File: config.mk
export PLATFORM = sky130hd
export DESIGN_NAME = instr_fetch_stage
export DESIGN_NICKNAME = d
export VERILOG_FILES = /design/src/rtl/instr_fetch_stage_pkg.sv /design/src/rtl/fetch_skid_buffer.sv /design/src/rtl/instr_fetch_stage.sv
export SDC_FILE = /design/constraint.sdc
export NUM_CORES = 1
export LEC_CHECK = 0
export ABC_AREA = 1
export CAP_MARGIN = 5
export CORE_MARGIN = 5
export CORE_UTILIZATION = 47
export DETAILED_ROUTE_END_ITERATION = 7
export HOLD_SLACK_MARGIN = 0.12
export PLACE_DENSITY = 0.86
export SYNTH_ARGS = -nofsm -noshare
export SYNTH_HDL_FRONTEND = slang
export SYNTH_SLANG_ARGS = --single-unit
File: constraint.sdc
create_clock -name clk -period 5.3 [get_ports clk]
set_input_delay 0.53 -clock clk [delete_from_list [all_inputs] [get_ports clk]]
set_output_delay 0.53 -clock clk [all_outputs]
set_load 0.01 [all_outputs]
File: src/rtl/instr_fetch_stage_pkg.sv
// Shared definitions for the MIPS instruction-fetch stage: parameter defaults and
// IF state encodings.
package instr_fetch_stage_pkg;

  localparam int unsigned IfAddrW    = 32;
  localparam logic [31:0] IfResetPc  = 32'h0000_0000;
  localparam logic [31:0] IfNopInstr = 32'h0000_0000;  // sll $0,$0,0

  typedef enum logic [1:0] {
    StIdle  = 2'd0,
    StFetch = 2'd1,
    StHold  = 2'd2
  } if_state_e;

endpackage

File: src/rtl/fetch_skid_buffer.sv
// One-entry holding slot for an instruction word that returns from memory while decode
// is stalled; clear has priority over load, load over drain.
module fetch_skid_buffer #(
  parameter int unsigned ADDR_W = 32
) (
  input  logic              i_clk,
  input  logic              i_rst,
  input  logic              i_load,
  input  logic              i_drain,
  input  logic              i_clear,
  input  logic [31:0]       i_instr,
  input  logic [ADDR_W-1:0] i_pc_plus4,
  output logic              o_valid,
  output logic [31:0]       o_instr,
  output logic [ADDR_W-1:0] o_pc_plus4
);

  logic              r_valid;
  logic [31:0]       r_instr;
  logic [ADDR_W-1:0] r_pc_plus4;

  always_ff @(posedge i_clk or posedge i_rst) begin
    if (i_rst) begin
      r_valid    <= 1'b0;
      r_instr    <= '0;
      r_pc_plus4 <= '0;
    end else if (i_clear) begin
      r_valid <= 1'b0;
    end else if (i_load) begin
      r_valid    <= 1'b1;
      r_instr    <= i_instr;
      r_pc_plus4 <= i_pc_plus4;
    end else if (i_drain) begin
      r_valid <= 1'b0;
    end
  end

  assign o_valid    = r_valid;
  assign o_instr    = r_instr;
  assign o_pc_plus4 = r_pc_plus4;

endmodule

File: src/rtl/instr_fetch_stage.sv
// IF stage of the 5-stage MIPS pipe: PC, synchronous imem request, and the IF/ID register,
// with decode stall (skid-buffered) and branch/jump redirect with flush.
module instr_fetch_stage
  import instr_fetch_stage_pkg::*;
#(
  parameter int unsigned        ADDR_W    = IfAddrW,
  parameter logic [ADDR_W-1:0]  RESET_PC  = IfResetPc,
  parameter logic [31:0]        NOP_INSTR = IfNopInstr
) (
  input  logic              clk,
  input  logic              rst,
  output logic              imem_en,
  output logic [ADDR_W-1:0] imem_addr,
  input  logic [31:0]       imem_rdata,
  input  logic              stall,
  input  logic              redirect,
  input  logic [ADDR_W-1:0] redirect_target,
  output logic [31:0]       instr_out,
  output logic [ADDR_W-1:0] pc_plus4_out,
  output logic              valid_out
);

  if_state_e         r_state, w_state_next;
  logic [ADDR_W-1:0] r_pc;
  logic              r_inflight;
  logic [ADDR_W-1:0] r_inflight_pc4;
  logic              r_drop;
  logic              r_valid;
  logic [31:0]       r_instr;
  logic [ADDR_W-1:0] r_pc_plus4;

  logic              w_issue;
  logic              w_ret_valid;
  logic [ADDR_W-1:0] w_target;
  logic              w_skid_valid;
  logic [31:0]       w_skid_instr;
  logic [ADDR_W-1:0] w_skid_pc4;
  logic [1:0]        w_unused_target_lsb;

  assign w_unused_target_lsb = redirect_target[1:0];
  assign w_target            = {redirect_target[ADDR_W-1:2], 2'b00};

  always_comb begin
    w_state_next = r_state;
    unique case (r_state)
      StIdle:  w_state_next = StFetch;
      StFetch: if (stall && !redirect) w_state_next = StHold;
      StHold:  if (redirect || !stall) w_state_next = StFetch;
      default: w_state_next = StFetch;
    endcase
  end

  // The release cycle out of StHold issues too, so the skid drains alongside a fresh fetch.
  assign w_issue   = (r_state != StIdle) && !stall && !redirect;
  assign imem_en   = w_issue;
  assign imem_addr = r_pc;

  // A word returning the cycle after a redirect belongs to the abandoned path.
  assign w_ret_valid = r_inflight && !r_drop;

  always_ff @(posedge clk or posedge rst) begin
    if (rst) begin
      r_state        <= StIdle;
      r_pc           <= RESET_PC;
      r_inflight     <= 1'b0;
      r_inflight_pc4 <= '0;
      r_drop         <= 1'b0;
    end else begin
      r_state    <= w_state_next;
      r_inflight <= w_issue;
      r_drop     <= redirect;
      if (redirect) begin
        r_pc <= w_target;
      end else if (w_issue) begin
        r_pc           <= r_pc + ADDR_W'(4);
        r_inflight_pc4 <= r_pc + ADDR_W'(4);
      end
    end
  end

  fetch_skid_buffer #(
    .ADDR_W (ADDR_W)
  ) u_skid (
    .i_clk      (clk),
    .i_rst      (rst),
    .i_load     (stall && !redirect && w_ret_valid),
    .i_drain    (!stall && !redirect && w_skid_valid),
    .i_clear    (redirect),
    .i_instr    (imem_rdata),
    .i_pc_plus4 (r_inflight_pc4),
    .o_valid    (w_skid_valid),
    .o_instr    (w_skid_instr),
    .o_pc_plus4 (w_skid_pc4)
  );

  // IF/ID register: redirect > stall > advance.
  always_ff @(posedge clk or posedge rst) begin
    if (rst) begin
      r_valid    <= 1'b0;
      r_instr    <= NOP_INSTR;
      r_pc_plus4 <= '0;
    end else if (redirect) begin
      r_valid <= 1'b0;
      r_instr <= NOP_INSTR;
    end else if (!stall) begin
      if (w_skid_valid) begin
        r_valid    <= 1'b1;
        r_instr    <= w_skid_instr;
        r_pc_plus4 <= w_skid_pc4;
      end else if (w_ret_valid) begin
        r_valid    <= 1'b1;
        r_instr    <= imem_rdata;
        r_pc_plus4 <= r_inflight_pc4;
      end else begin
        r_valid <= 1'b0;
        r_instr <= NOP_INSTR;
      end
    end
  end

  assign valid_out    = r_valid;
  assign instr_out    = r_instr;
  assign pc_plus4_out = r_pc_plus4;

endmodule
=== Word-level counts from Yosys, hierarchy flattened ===
Cells that the tools add are included.

* Register bits: 198
* Input bits: 68
* Output and inout bits: 98
* Word-level logic and storage cells: 56

* $add $sub $neg: 1
* Eq/ne operators: 5
* Mux-type cells: 18
* Bitwise logic cells: 2
* Reduce and logical (&&, ||, !) cells: 19

{| class="wikitable"
|+ Operators with widths
! kind !! count
|-
| $mux W32 || 8
|-
| $add A32 B3 Y32 const B || 1
|-
| $logic_and A1 B1 Y1 || 7
|-
| $mux W1 || 7
|-
| $reduce_and A2 Y1 || 3
|-
| $reduce_bool A2 Y1 || 3
|-
| $mux W2 || 2
|-
| $ne A2 B2 Y1 const B || 2
|-
| $pmux W2 S2 || 1
|-
| $logic_not A1 Y1 || 3
|-
| $reduce_and A3 Y1 || 1
|-
| $reduce_bool A3 Y1 || 1
|-
| $eq A2 B1 Y1 const B || 1
|-
| $eq A2 B2 Y1 const B || 1
|-
| $ne A2 B1 Y1 const B || 1
|-
| $not A1 Y1 || 2
|-
| $logic_or A1 B1 Y1 || 1
|}

=== Longest topological paths before layout ===
Gate-level depths: netlist of the first run.

* Word-level depth: 6
* Depth in mapped cells: 9
* Gate-level depth less buffers: 9

=== By module ===
Synthesis of the first run repeated with hierarchy kept, for this count alone.

* Cell total of the unflattened synthesis: 1071
* Area, all modules: 8794.7 um^2

{| class="wikitable"
|+ Modules (own cells, without submodules)
! module !! instances !! cells each !! area an instance (um^2) !! sequential area each (um^2)
|-
| instr_fetch_stage || 1 || 787 || 6179.7 || 3228.1
|-
| fetch_skid_buffer || 1 || 284 || 2615.0 || 1626.6
|}

=== Worst setup path before layout of the first run ===
Ideal clock, no wire load.

* Kind: input to output
* Start point: input port redirect
* End point: output port imem_en
* Arrival time: 1.182 ns
* Required time: 4.770 ns
* Path slack: 3.588 ns
* Stages on the path: 5
* Buffers on the path: 2
* Path through: buf_4 inv_2 nand2_4 nor2_4 buf_2

* Cells in the longest elaborated chain, start to end: 2

{| class="wikitable"
|+ Ends and longest elaborated chain
! item !! line !! RTL
|-
| start, declared || instr_fetch_stage.sv:16 || <nowiki>input logic redirect,</nowiki>
|-
| $logic_not A1 Y1 || instr_fetch_stage.sv:54 || <nowiki>assign w_issue = (r_state != StIdle) && !stall && !redirect;</nowiki>
|-
| $logic_and A1 B1 Y1 || instr_fetch_stage.sv:54 ||
|-
| end, declared || instr_fetch_stage.sv:12 || <nowiki>output logic imem_en,</nowiki>
|}

No other way between the ends.

=== Worst setup path in the final report of the first run ===
Same ends and word-level chain as after synthesis.

==> results of run 1 <==
[metal layers]
| metal | GRT usage [%] | routed length [µm] | vias to the layer above |
|---|---|---|---|
| met5 | 0 | 0 | - |
| met4 | 7.46 | 430 | 0 |
| met3 | 3.99 | 1430 | 32 |
| met2 | 31.8 | 10100 | 285 |
| met1 | 28.0 | 9470 | 3462 |
| li1 | - | - | 3471 |
[power groups by stage]
stage                     Clock, mW  Sequential (mW)  Combinational [mW]
after floorplan                   0             1.93               0.383
after global placement            0             1.91               0.769
after detailed placement          0             1.92               0.794
after CTS                      1.29             1.90               0.799
after global routing           1.35             1.94               0.873
final                          1.25             1.90               0.787
[cells in the final DEF, fill, tap and decap left out, types with 4 or more instances in the layout]
master,count
sky130_fd_sc_hd__nand2_1,292
sky130_fd_sc_hd__dfrtp_1,189
sky130_fd_sc_hd__clkdlybuf4s50_1,159
sky130_fd_sc_hd__o21ai_0,84
sky130_fd_sc_hd__nor2_1,81
sky130_fd_sc_hd__inv_1,73
sky130_fd_sc_hd__nand3_1,48
sky130_fd_sc_hd__a22oi_1,40
sky130_fd_sc_hd__a31oi_1,31
sky130_fd_sc_hd__clkbuf_16,17
sky130_fd_sc_hd__mux2_4,15
sky130_fd_sc_hd__o21ai_1,14
sky130_fd_sc_hd__nor2_2,10
sky130_fd_sc_hd__nor2_4,8
sky130_fd_sc_hd__a22o_1,7
sky130_fd_sc_hd__inv_2,6
sky130_fd_sc_hd__o21bai_1,6
sky130_fd_sc_hd__a21oi_1,4
sky130_fd_sc_hd__nand2_2,4
sky130_fd_sc_hd__clkinvlp_4,4
sky130_fd_sc_hd__conb_1,4
sky130_fd_sc_hd__buf_4,4
[path summary, 6_finish.rpt]
path                                       start                              to  slack [ps]
min in group asynchronous                    rst  u_skid.o_instr[23]$_DFFE_PP0P_         770
max in group asynchronous                    rst      u_skid.o_valid$_DFFE_PP0P_        3820
hold reg to reg            valid_out$_DFFE_PP0P_           valid_out$_DFFE_PP0P_         480
hold / removal             valid_out$_DFFE_PP0P_           valid_out$_DFFE_PP0P_         480
setup reg to reg                r_drop$_DFF_PP0_    pc_plus4_out[21]$_DFFE_PP0P_        2640
setup / recovery                        redirect                         imem_en        2030
[metrics by stage]
step	area, µm²	worst slack (ps)	util (%)	power (mW)
detailed placement	10300	2020	57.1	2.72
finish	10900	2030	60.3	3.94
CTS	10900	2010	60.3	3.98
global placement	10300	2040	57.1	2.68
floorplan	8650	2320	-	2.31
global route	10900	1910	60.3	4.16
[registers in the layout, indices dropped and copies added, names as in the netlist]
name / flops
pc_plus4_out: 30
valid_out: 1
r_inflight: 1
u_skid.o_pc_plus4: 30
instr_out: 32
u_skid.o_instr: 32
r_inflight_pc4: 30
imem_addr: 30
u_skid.o_valid: 1
r_drop: 1
r_state: 2
[area by class of cell]
type	instances	area, µm²
clock buffer	17	425
clock inverter	15	156
fill	1517	7150
inverter	80	304
multi-input combinational	664	3310
sequential	190	4760
tap	229	287
timing repair buffer	164	1640
[worst min-delay path, cell delays in order, from the launching register on]
cell                      delay (ps)
sky130_fd_sc_hd__dfrtp_1         340
sky130_fd_sc_hd__nand2_1          50
sky130_fd_sc_hd__o21ai_0          50
[kinds of logic (layout without fill, tap and decap cells)]
logic type / after synthesis / in the layout
mux: 15 / 15
flops: 190 / 190
simple gates: 453 / 453
xor+xnor: 2 / 2
other cells: 1 / 4
compound gates: 189 / 189
fa+ha+maj: 1 / 1
buf+inv: 134 / 276
==> run summary, run 1 <==
The number of synthesized register bits works out to 190. The tools report the wire length after detailed routing as 21,400 µm. The share of cells above drive strength 1 was 7.79%; the worst hold path stage count was 2. The most instantiated flip-flop cell in the synthesis netlist was sky130_fd_sc_hd__dfrtp_1. The internal portion of the total power is 2.79 mW. Walking the worst path, the cells encountered are clkdlybuf4s50_1 > buf_4 > inv_2 > nand2_4 > nor2_4 > buf_4 > clkdlybuf4s50_1.

After global routing the overflow that remains totals 0. In the final routed layout, each cell accounts on average for 15.7 µm. The complex-gate fraction of the synthesized area works out to 13.1%. Number of DRC markers after the initial detailed-route iteration: 481. For the worst setup path, the data arrival time is 2740 ps. Counting flops with an async set or reset pin after synthesis yields a share of 100%. The detailed-placement wirelength estimate is 14,300 µm. The master of the slowest instance on the critical path is sky130_fd_sc_hd__clkdlybuf4s50_1.

Entering global routing, the biggest net connects 191 pins. The first detailed-routing pass ran for 5 iterations. The count of buffers from port buffering is 159, and the post-cts sizing count is 0.

The first global-routing pass estimated 35,700 µm of wire. The fraction of synthesized cell area taken by the top area cell type is 55.1%. Sequential elements use 55.1% of the synthesized area.

Summed over all nets, the switching power comes to 1.16 mW. The longest clock path from root to sink contains 2 buffers. The run gives 0 as the total number of yosys warnings.

Buffers inserted to repair hold after CTS numbered 0. The buffer cell driving the clock tree root is sky130_fd_sc_hd__clkbuf_16. For the count of pins over their slew limit, the log shows 0. In this run the vertical extent of the chip is 146 µm.

In this run the standard cell core region covers 0.0180 mm². A synthesized cell averages 8.77 µm². The synthesized netlist contains 32 unique library cells.

The proportion of power drawn by the clock network was 31.8%. Summing every instance area after synthesis gives 0.00863 mm². The detail route stage leaves a number of antenna-violating nets equal to 0. After Yosys synthesis, XOR and XNOR cells account for 0.203% of the synthesized area. Measured along the x axis, the die boundary spans 146 µm. The non-filler instance count after layout came out at 1,359.

The commonest cells after synthesis are 292 x sky130_fd_sc_hd__nand2_1, 190 x sky130_fd_sc_hd__dfrtp_1, 84 x sky130_fd_sc_hd__o21ai_0. Pin placement for this block handled 166 I/O pins. Nature of the critical path startpoint: a primary input. From synthesis to final layout, the design area changed by 26.0%. The maximum achievable frequency was 0.305 GHz; the power per cell area was 363 mW/mm². The kind of cell with the highest combined delay along the critical path is buffers and inverters.

By startpoint and endpoint, the worst setup path is classified as in -> out. Hold timing on the final database bottoms out at a slack of 483 ps. Counting every instance in the synthesized netlist gives 985. After detailed routing, the number of vias per cell comes to 5.33. Of the total synthesized cell area, the portion taken by AND, OR, NAND and NOR gates is 22.0%. The via count of the first global-routing pass was 7,027; the largest driver fanout on the critical path was 43. Of the available clock period, the critical path in the final layout requires 61.8%.

The number of flops mapped to enable cells by yosys is 0. After synthesis, the largest family of logic cells by area is simple AND/OR/NAND/NOR gates. The initial utilization of the core area, before any placement, comes to 47.9%. Path category of the worst min-delay check: reg -> reg.

The tools report the category of the worst setup path capture point as an output pin. In this run the post-CTS setup repair buffer count came out at 0. The number of standard-cell rows in the floorplan is 49. The tool flagged a number of max-cap violations equal to 0. VDD sags by at most 0.000223 V.

The minimum clock period is 3270 ps. The clock-pin slew on the worst setup and hold paths came out at 70 ps. The run finished with clean final reports. Per report_power, the combinational group accounts for 20.0% of the total.

The tree built by TritonCTS fans out to 190 sinks. The floorplan step defined a die boundary enclosing 0.0212 mm². In this run, placement finished with an instance count of 1,327. Summing the areas of all fa, ha and maj instances in the mapped netlist gives 0.145% of the synthesized area. For the setup-violating endpoint count in the final report, the log shows 0. For this run, design rule violations remaining after detail routing come to 0.

At the worst endpoint, the required time is 4770 ps. For the via count, the log shows 7,250. The depth of the most critical reg-to-reg path was 6; the power share of the sequential group was 48.3%. Measured against the total synthesized area, the mux share comes to 2.61%. The most numerous cell in the Yosys netlist was sky130_fd_sc_hd__nand2_1.

The total buffers and inverters traversed by the critical path is 5. At the later pin of the worst-skew pair, clock insertion delay measures 420 ps. The number of gates on the worst path with buffers counted is 7. For the number of antenna violations at the first check in global routing, the log shows 0. The tools report the relative slew slack as 22.6%. In the final timing run, aggregate negative setup slack is 0 ps.

Net switching is 29.3% of the power. The tools report the number of H-tree levels as 4. After synthesis, the cell types taking the most area are sky130_fd_sc_hd__dfrtp_1 55%, sky130_fd_sc_hd__nand2_1 13%, sky130_fd_sc_hd__o21ai_0 4.9%. In this run, CTS created clock tree buffers numbering 17.

Setup repair after global routing left no endpoint under its margin. The combined global-route utilization of all metal layers is 20.2%, and the final weighted congestion of routability-driven global placement is 0.868. Across the routed clock network, the largest skew measured is 6.64 ps.

For this run, the post-layout net count is 1,186. The number of antenna diodes in the final layout is 0. The logs give 0 for the number of hold violations in the final report and 4.97 nW for the static leakage. TritonCTS built the clock tree.

The slew at the pin closest to its max-slew limit is 1160 ps. For this run, the slowest stage of the critical path takes 630 ps. sky130_fd_sc_hd__dfrtp_1 takes more of the synthesized area than any other cell.
No activity file was read; power rests on OpenSTA's default activity.
==> run 2, diff against run 1 <==
--- a/config.mk
+++ b/config.mk
@@ -8,10 +8,10 @@
 export ABC_AREA = 1
 export CAP_MARGIN = 5
 export CORE_MARGIN = 5
-export CORE_UTILIZATION = 47
+export CORE_UTILIZATION = 52
 export DETAILED_ROUTE_END_ITERATION = 7
 export HOLD_SLACK_MARGIN = 0.12
-export PLACE_DENSITY = 0.86
+export PLACE_DENSITY = 0.9
 export SYNTH_ARGS = -nofsm -noshare
 export SYNTH_HDL_FRONTEND = slang
 export SYNTH_SLANG_ARGS = --single-unit
==> constraint.sdc (replaced) <==
create_clock -name clk -period 3.2 [get_ports clk]
set_input_delay 0.32 -clock clk [delete_from_list [all_inputs] [get_ports clk]]
set_output_delay 0.32 -clock clk [all_outputs]
set_load 0.01 [all_outputs]
==> run summary, run 2 (synthesis results as in run 1) <==
The run finished with clean final reports. The via count is 7,306 (+0.77%). The number of nets in the layout is 1,191 (+0.42%), and the height of the die is 139 µm (-4.6%). Path category of the worst min-delay check: in -> async. The horizontal die dimension was 139 µm (-4.6%); the remaining antenna violation count after routing was 0 (unchanged). Number of DRC violations after detailed routing: 0 (unchanged). The tools report the number of hold violations in the final report as 0 (unchanged).

Required time of the critical path: 2880 ps (-1890 ps). The buffer cell driving the clock tree root is sky130_fd_sc_hd__clkbuf_16. The number of buffers inserted by post-CTS setup repair was 0 (unchanged); the count of pins over their slew limit was 0 (unchanged).

The combined global-route utilization of all metal layers is 22.5% (+2.3 points). The logs give 0.00476 mm² (unchanged) for the area used by sequential logic in the layout and 0.0165 mm² (-8.6%) for the floorplan core area. The clock-pin slew on the worst setup and hold paths works out to 70 ps (about the same). The setup-violating endpoint count in the final report is 0 (unchanged), and the number of H-tree levels is 4 (unchanged).

The detailed-placement wirelength estimate was 14,700 µm (+2.7%). For the setup TNS after final layout, the log shows 0 ps (unchanged). After layout, the minimum clock period comes to 2420 ps.

The logs give 79 (-59%) for the pin count of the biggest net entering global routing and 0 (unchanged) for the number of antenna violations at the first check in global routing. TritonCTS built the clock tree. The share of cells above drive strength 1 came out at 8.11% (+0.33 points). For this run, the top clock speed supported by timing is 0.414 GHz. The power per cell area was 624 mW/mm² (+72%); the I/O pin count was 166 (unchanged). The period utilization is 75.5%. The relative slew slack is 32.1% (+9.6 points).

The logs give 2 (unchanged) for the maximum count of clock buffers along a single path and 0 (unchanged) for the max capacitance violation total. The post-layout worst setup margin was 784 ps (-1240 ps). The tools report the number of DRC markers after the initial detailed-route iteration as 673 (+40%). The maximum VDD drop came out at 0.000396 V (+77%).

The count of buffers from port buffering is 159 (unchanged). The worst-skew pair later-pin latency is 430 ps (about the same), and the via count of the first global-routing pass is 7,055 (+0.40%). The count of hold buffers inserted by post-cts repair is 0 (unchanged), and the slew at the pin closest to its max-slew limit is 1020 ps (-144 ps). The worst setup path is launched from a primary input.

The number of CTS-inserted buffers was 17 (unchanged). The tools report the data arrival time of the critical path as 2100 ps (-640 ps). The run gives 7 (+2) as the number of search-and-repair iterations in the first detailed-routing pass. The run gives 190 (unchanged) as the number of sinks handled by clock tree synthesis. The overall die area was 0.0193 mm² (-9.0%). Post-cts sizing count: 0 (unchanged). For the static leakage, the log shows 5.06 nW (+1.8%).

Leading cell type in the layout, fill and taps excluded: sky130_fd_sc_hd__nand2_1. The critical path is of the in -> out type. The largest driver fanout on the critical path was 28 (-35%). Number of diodes added for antenna fixing: 0 (unchanged).

Category of the worst setup path capture point: an output pin. The area growth from synthesis to layout is 27.7%. For the count of fill cells added during filler insertion, the log shows 1,240 (-18%).

For the area occupied by multi-input gates, the log shows 0.00331 mm² (unchanged). The first-pass GRT wire length is 35,800 µm (+0.27%). The setup slack at placement was 775 ps (-1240 ps); the initial core utilization was 52.4% (+4.5 points). The number of standard-cell rows in the floorplan is 47 (-4.1%), and the average via count per standard cell is 5.40 (+1.1%). The logs give 0.902 (+4.0%) for the final weighted congestion of routability-driven global placement and 7.95 ps (+1.31 ps) for the clock tree skew after final layout. Leaving out fill and tap cells, the most frequent cells in the layout are 292 x sky130_fd_sc_hd__nand2_1, 189 x sky130_fd_sc_hd__dfrtp_1, 159 x sky130_fd_sc_hd__clkdlybuf4s50_1. Average routed wire per standard cell: 15.8 µm (+0.37%).

The remaining global-route overflow came out at 0 (unchanged). Setup repair after global routing left no endpoint under its margin. The wire length after detailed routing came out at 21,400 µm (about the same).
==> run 2: changes by cell type in the layout (fill, tap and decap cells not counted), moves of 2 or more <==
cell	delta
sky130_fd_sc_hd__buf_4	+2
sky130_fd_sc_hd__bufinv_16	+5
sky130_fd_sc_hd__clkinvlp_4	-3
sky130_fd_sc_hd__buf_12	+3
sky130_fd_sc_hd__inv_8	-3
==> run 2: path summary, 6_finish.rpt <==
path                                               start                                 to  slack, ps  cells after the start
max                                                stall                            imem_en        780                      5
min in group clk                      redirect_target[8]           imem_addr[8]$_DFFE_PP0P_        460                      3
min                                                  rst     u_skid.o_instr[30]$_DFFE_PP0P_        300                      2
max reg2reg                   u_skid.o_valid$_DFFE_PP0P_       pc_plus4_out[25]$_DFFE_PP0P_       1040                      3
min reg2reg                u_skid.o_instr[0]$_DFFE_PP0P_      u_skid.o_instr[0]$_DFFE_PP0P_        480                      2
max in group asynchronous                            rst  u_skid.o_pc_plus4[21]$_DFFE_PP0P_       2100                      3
==> run 2: final cells by class <==
class / instances / share of cell area [%]
clock buffers: 18 / 3.98
flip-flops and latches: 190 / 43.1
inverters: 80 / 2.76
repair buffers: 169 / 15.6
clock inverters: 13 / 2.12
well taps: 220 / 2.50
multi-input cells: 664 / 30.0
==> run 2: layer usage <==
metal,track usage [%],wire [µm],up-vias
li1,-,-,3481
met1,31.5,9330,3527
met2,35.7,10200,268
met3,4.66,1500,30
met4,6.95,348,0
met5,0,0,-
==> run 2: critical path, cell delays in order <==
cell                              delay, ps
sky130_fd_sc_hd__clkdlybuf4s50_1        410
sky130_fd_sc_hd__inv_2                  150
sky130_fd_sc_hd__nand2_4                220
sky130_fd_sc_hd__nor2_4                 370
sky130_fd_sc_hd__clkdlybuf4s50_1        610
==> run 2: power by group <==
part	internal, mW	switching [mW]
registers	2.84	0.321
clock network	1.49	0.919
logic	0.685	0.635
==> run 2: metrics by stage <==
step | util, % | power (mW) | instances | instance area (µm²) | hold WS (ps)
final | 67.0 | 6.89 | 1354 | 11000 | 299
after global routing | 67.0 | 7.22 | 1354 | 11000 | 349
after CTS | 67.0 | 6.93 | 1354 | 11000 | 312
after global placement | 62.9 | 4.43 | 1323 | 10400 | 464
after detailed placement | 62.9 | 4.51 | 1323 | 10400 | 473
after floorplan | - | 3.83 | 988 | 8650 | 351
==> variant: new RTL, config.mk and constraints of run 1 <==
Reset style: synchronous (`i_rst` and `rst`), changed in 3 clocked blocks.
--- a/src/rtl/fetch_skid_buffer.sv
+++ b/src/rtl/fetch_skid_buffer.sv
@@ -19,7 +19,7 @@
   logic [31:0]       r_instr;
   logic [ADDR_W-1:0] r_pc_plus4;
 
-  always_ff @(posedge i_clk or posedge i_rst) begin
+  always_ff @(posedge i_clk) begin
     if (i_rst) begin
       r_valid    <= 1'b0;
       r_instr    <= '0;
--- a/src/rtl/instr_fetch_stage.sv
+++ b/src/rtl/instr_fetch_stage.sv
@@ -58,7 +58,7 @@
   // A word returning the cycle after a redirect belongs to the abandoned path.
   assign w_ret_valid = r_inflight && !r_drop;
 
-  always_ff @(posedge clk or posedge rst) begin
+  always_ff @(posedge clk) begin
     if (rst) begin
       r_state        <= StIdle;
       r_pc           <= RESET_PC;
@@ -94,7 +94,7 @@
   );
 
   // IF/ID register: redirect > stall > advance.
-  always_ff @(posedge clk or posedge rst) begin
+  always_ff @(posedge clk) begin
     if (rst) begin
       r_valid    <= 1'b0;
       r_instr    <= NOP_INSTR;
Check against the original RTL: differs if rst is asserted again (counterexample within 4 cycles, from zero or initial values and one cycle with rst high); with rst held inactive, the same outputs for 4 cycles.
==> variant against run 1 <==
- count of clock-buffer cells in the layout increased by 4
- sequential cell count unchanged
- synthesized area decreased by 6.7%
- critical endpoint is now u_skid.o_instr[31]
- core utilization increased by 0.77 points
- synthesized cell count increased by 13%
- final cell count increased by 7.4%
- worst setup slack improved by 0.027 ns
- maximum frequency increased by 0.83%
- routed wire length increased by 5.3%
- register-to-register slack got worse by 0.59 ns
- final area decreased by 6.2%
Power is not compared: it rests on default switching activity, and its combinational part moved more than twofold at a synthesized area within 25%.
==> variant: results (changes against run 1) <==
[setup_path]
arrival_ns=3.61  ; +0.87 ns
endpoint=u_skid.o_instr[31]
rr_worst_depth=8  ; +2
cp_slowest_stage_delay_ns=1.01  ; +0.38 ns
worstPathMaxFanout=76  ; +77%
critPathSlowestCell=inv_2
critPathLaunch=r_inflight

[finish]
layout-drive-gt1-share_pct=5.32  ; -2.5 points
final_nets=1296  ; +9.3%
fin_cells=1460  ; +7.4%
fillers=1544  ; +1.8%

[clocking]
cts_made_buffers=17  ; unchanged
cts.reportedPaths.clkPinSlew_ns=0.07  ; about the same
clk_latency_ns=0.43
ctsResizeCount=0  ; unchanged
post_cts_buffers=0  ; unchanged
cts_htree_levels=4  ; unchanged

[synth]
avgSynthCellArea_um2=7.21  ; -18%
synthTopCellsByArea=dfxtp_1, o21ai_0, a21oi_1
yosys-top-cells-count=dfxtp_1, nand2_1, nor2_1, o21ai_0, a21oi_1
yosysSeqAreaShare_pct=47.2  ; -7.9 points
ys_types=30  ; -6.3%
async_flop_share_pct=0  ; -100 points
yosysWarnings=0  ; unchanged
yosys.cell_count.top_type=dfxtp_1

[run_status]
status=finished, final reports clean

[global_routing]
use_met1_pct=31.5  ; +3.5 points
met3_usage_pct=4.98  ; +0.99 points
track_usage_pct=22.2  ; +1.9 points
grt_pass1_wl_um=36400  ; +2.0%
grt_pass1_vias=7303  ; +3.9%
use_met2_pct=32.9  ; +1.1 points
grt_max_degree=92  ; -52%

[timing]
slew_headroom_pct=13.9  ; -8.6 points
finClkSkew_ns=0.0123  ; +0.00566 ns
whs_ns=0.464  ; -0.0189 ns
timing.final.ws_setup_ns=2.05  ; +0.0269 ns

[routing]
drt_wl_total_um=22500  ; +5.3%
avgViaCountPerCell=5.34  ; about the same
wl_met2_um=9990  ; -0.81%
wl_met3_um=1370  ; -4.1%
drtIter0Drc=779  ; +62%
wl_met1_um=10600  ; +12%

[worst_hold_path]
hold_path_class=reg2reg
hold-path-endpoint=r_inflight_pc4[3]
hp-start=r_inflight_pc4[3]

[place]
globalplace.congestion=0.921  ; +6.1%
hpwl_um=15100  ; +5.6%
placed_cell_area_um2=9620  ; -6.6%
dp.cells=1428  ; +7.6%
io_buffers=159  ; unchanged
pre_cts_slack_ns=1.77  ; -0.243 ns

[power_and_ir_drop]
switching_share_pct=23.8

[variant: area by class of cell]
cell class              instances  area (µm²)  share of cell area, %
clock buffers                  21         460                   4.51
clock inverters                11         129                   1.26
inverters                      68         258                   2.53
multi-input cells             785        3650                   35.7
flip-flops and latches        190        3800                   37.3
well taps                     220         275                   2.70
repair buffers                165        1630                   16.0
[variant: power by group through the flow]
stage | clock network [W] | logic, W | registers (W)
floorplan | 0 | 0.000123 | 0.00153
global placement | 0 | 0.000253 | 0.00152
detailed placement | 0 | 0.000258 | 0.00153
CTS | 0.00129 | 0.000260 | 0.00149
global route | 0.00136 | 0.000285 | 0.00150
finish | 0.00128 | 0.000261 | 0.00149
[variant: kinds of logic after synthesis]
family          after synthesis  synth area share, %
simple gates                434                 22.2
compound gates              338                 21.8
flops                       190                 47.2
buf+inv                     145                 7.69
xor+xnor                      8                0.870
fa+ha+maj                     1                0.155
other cells                   1               0.0465
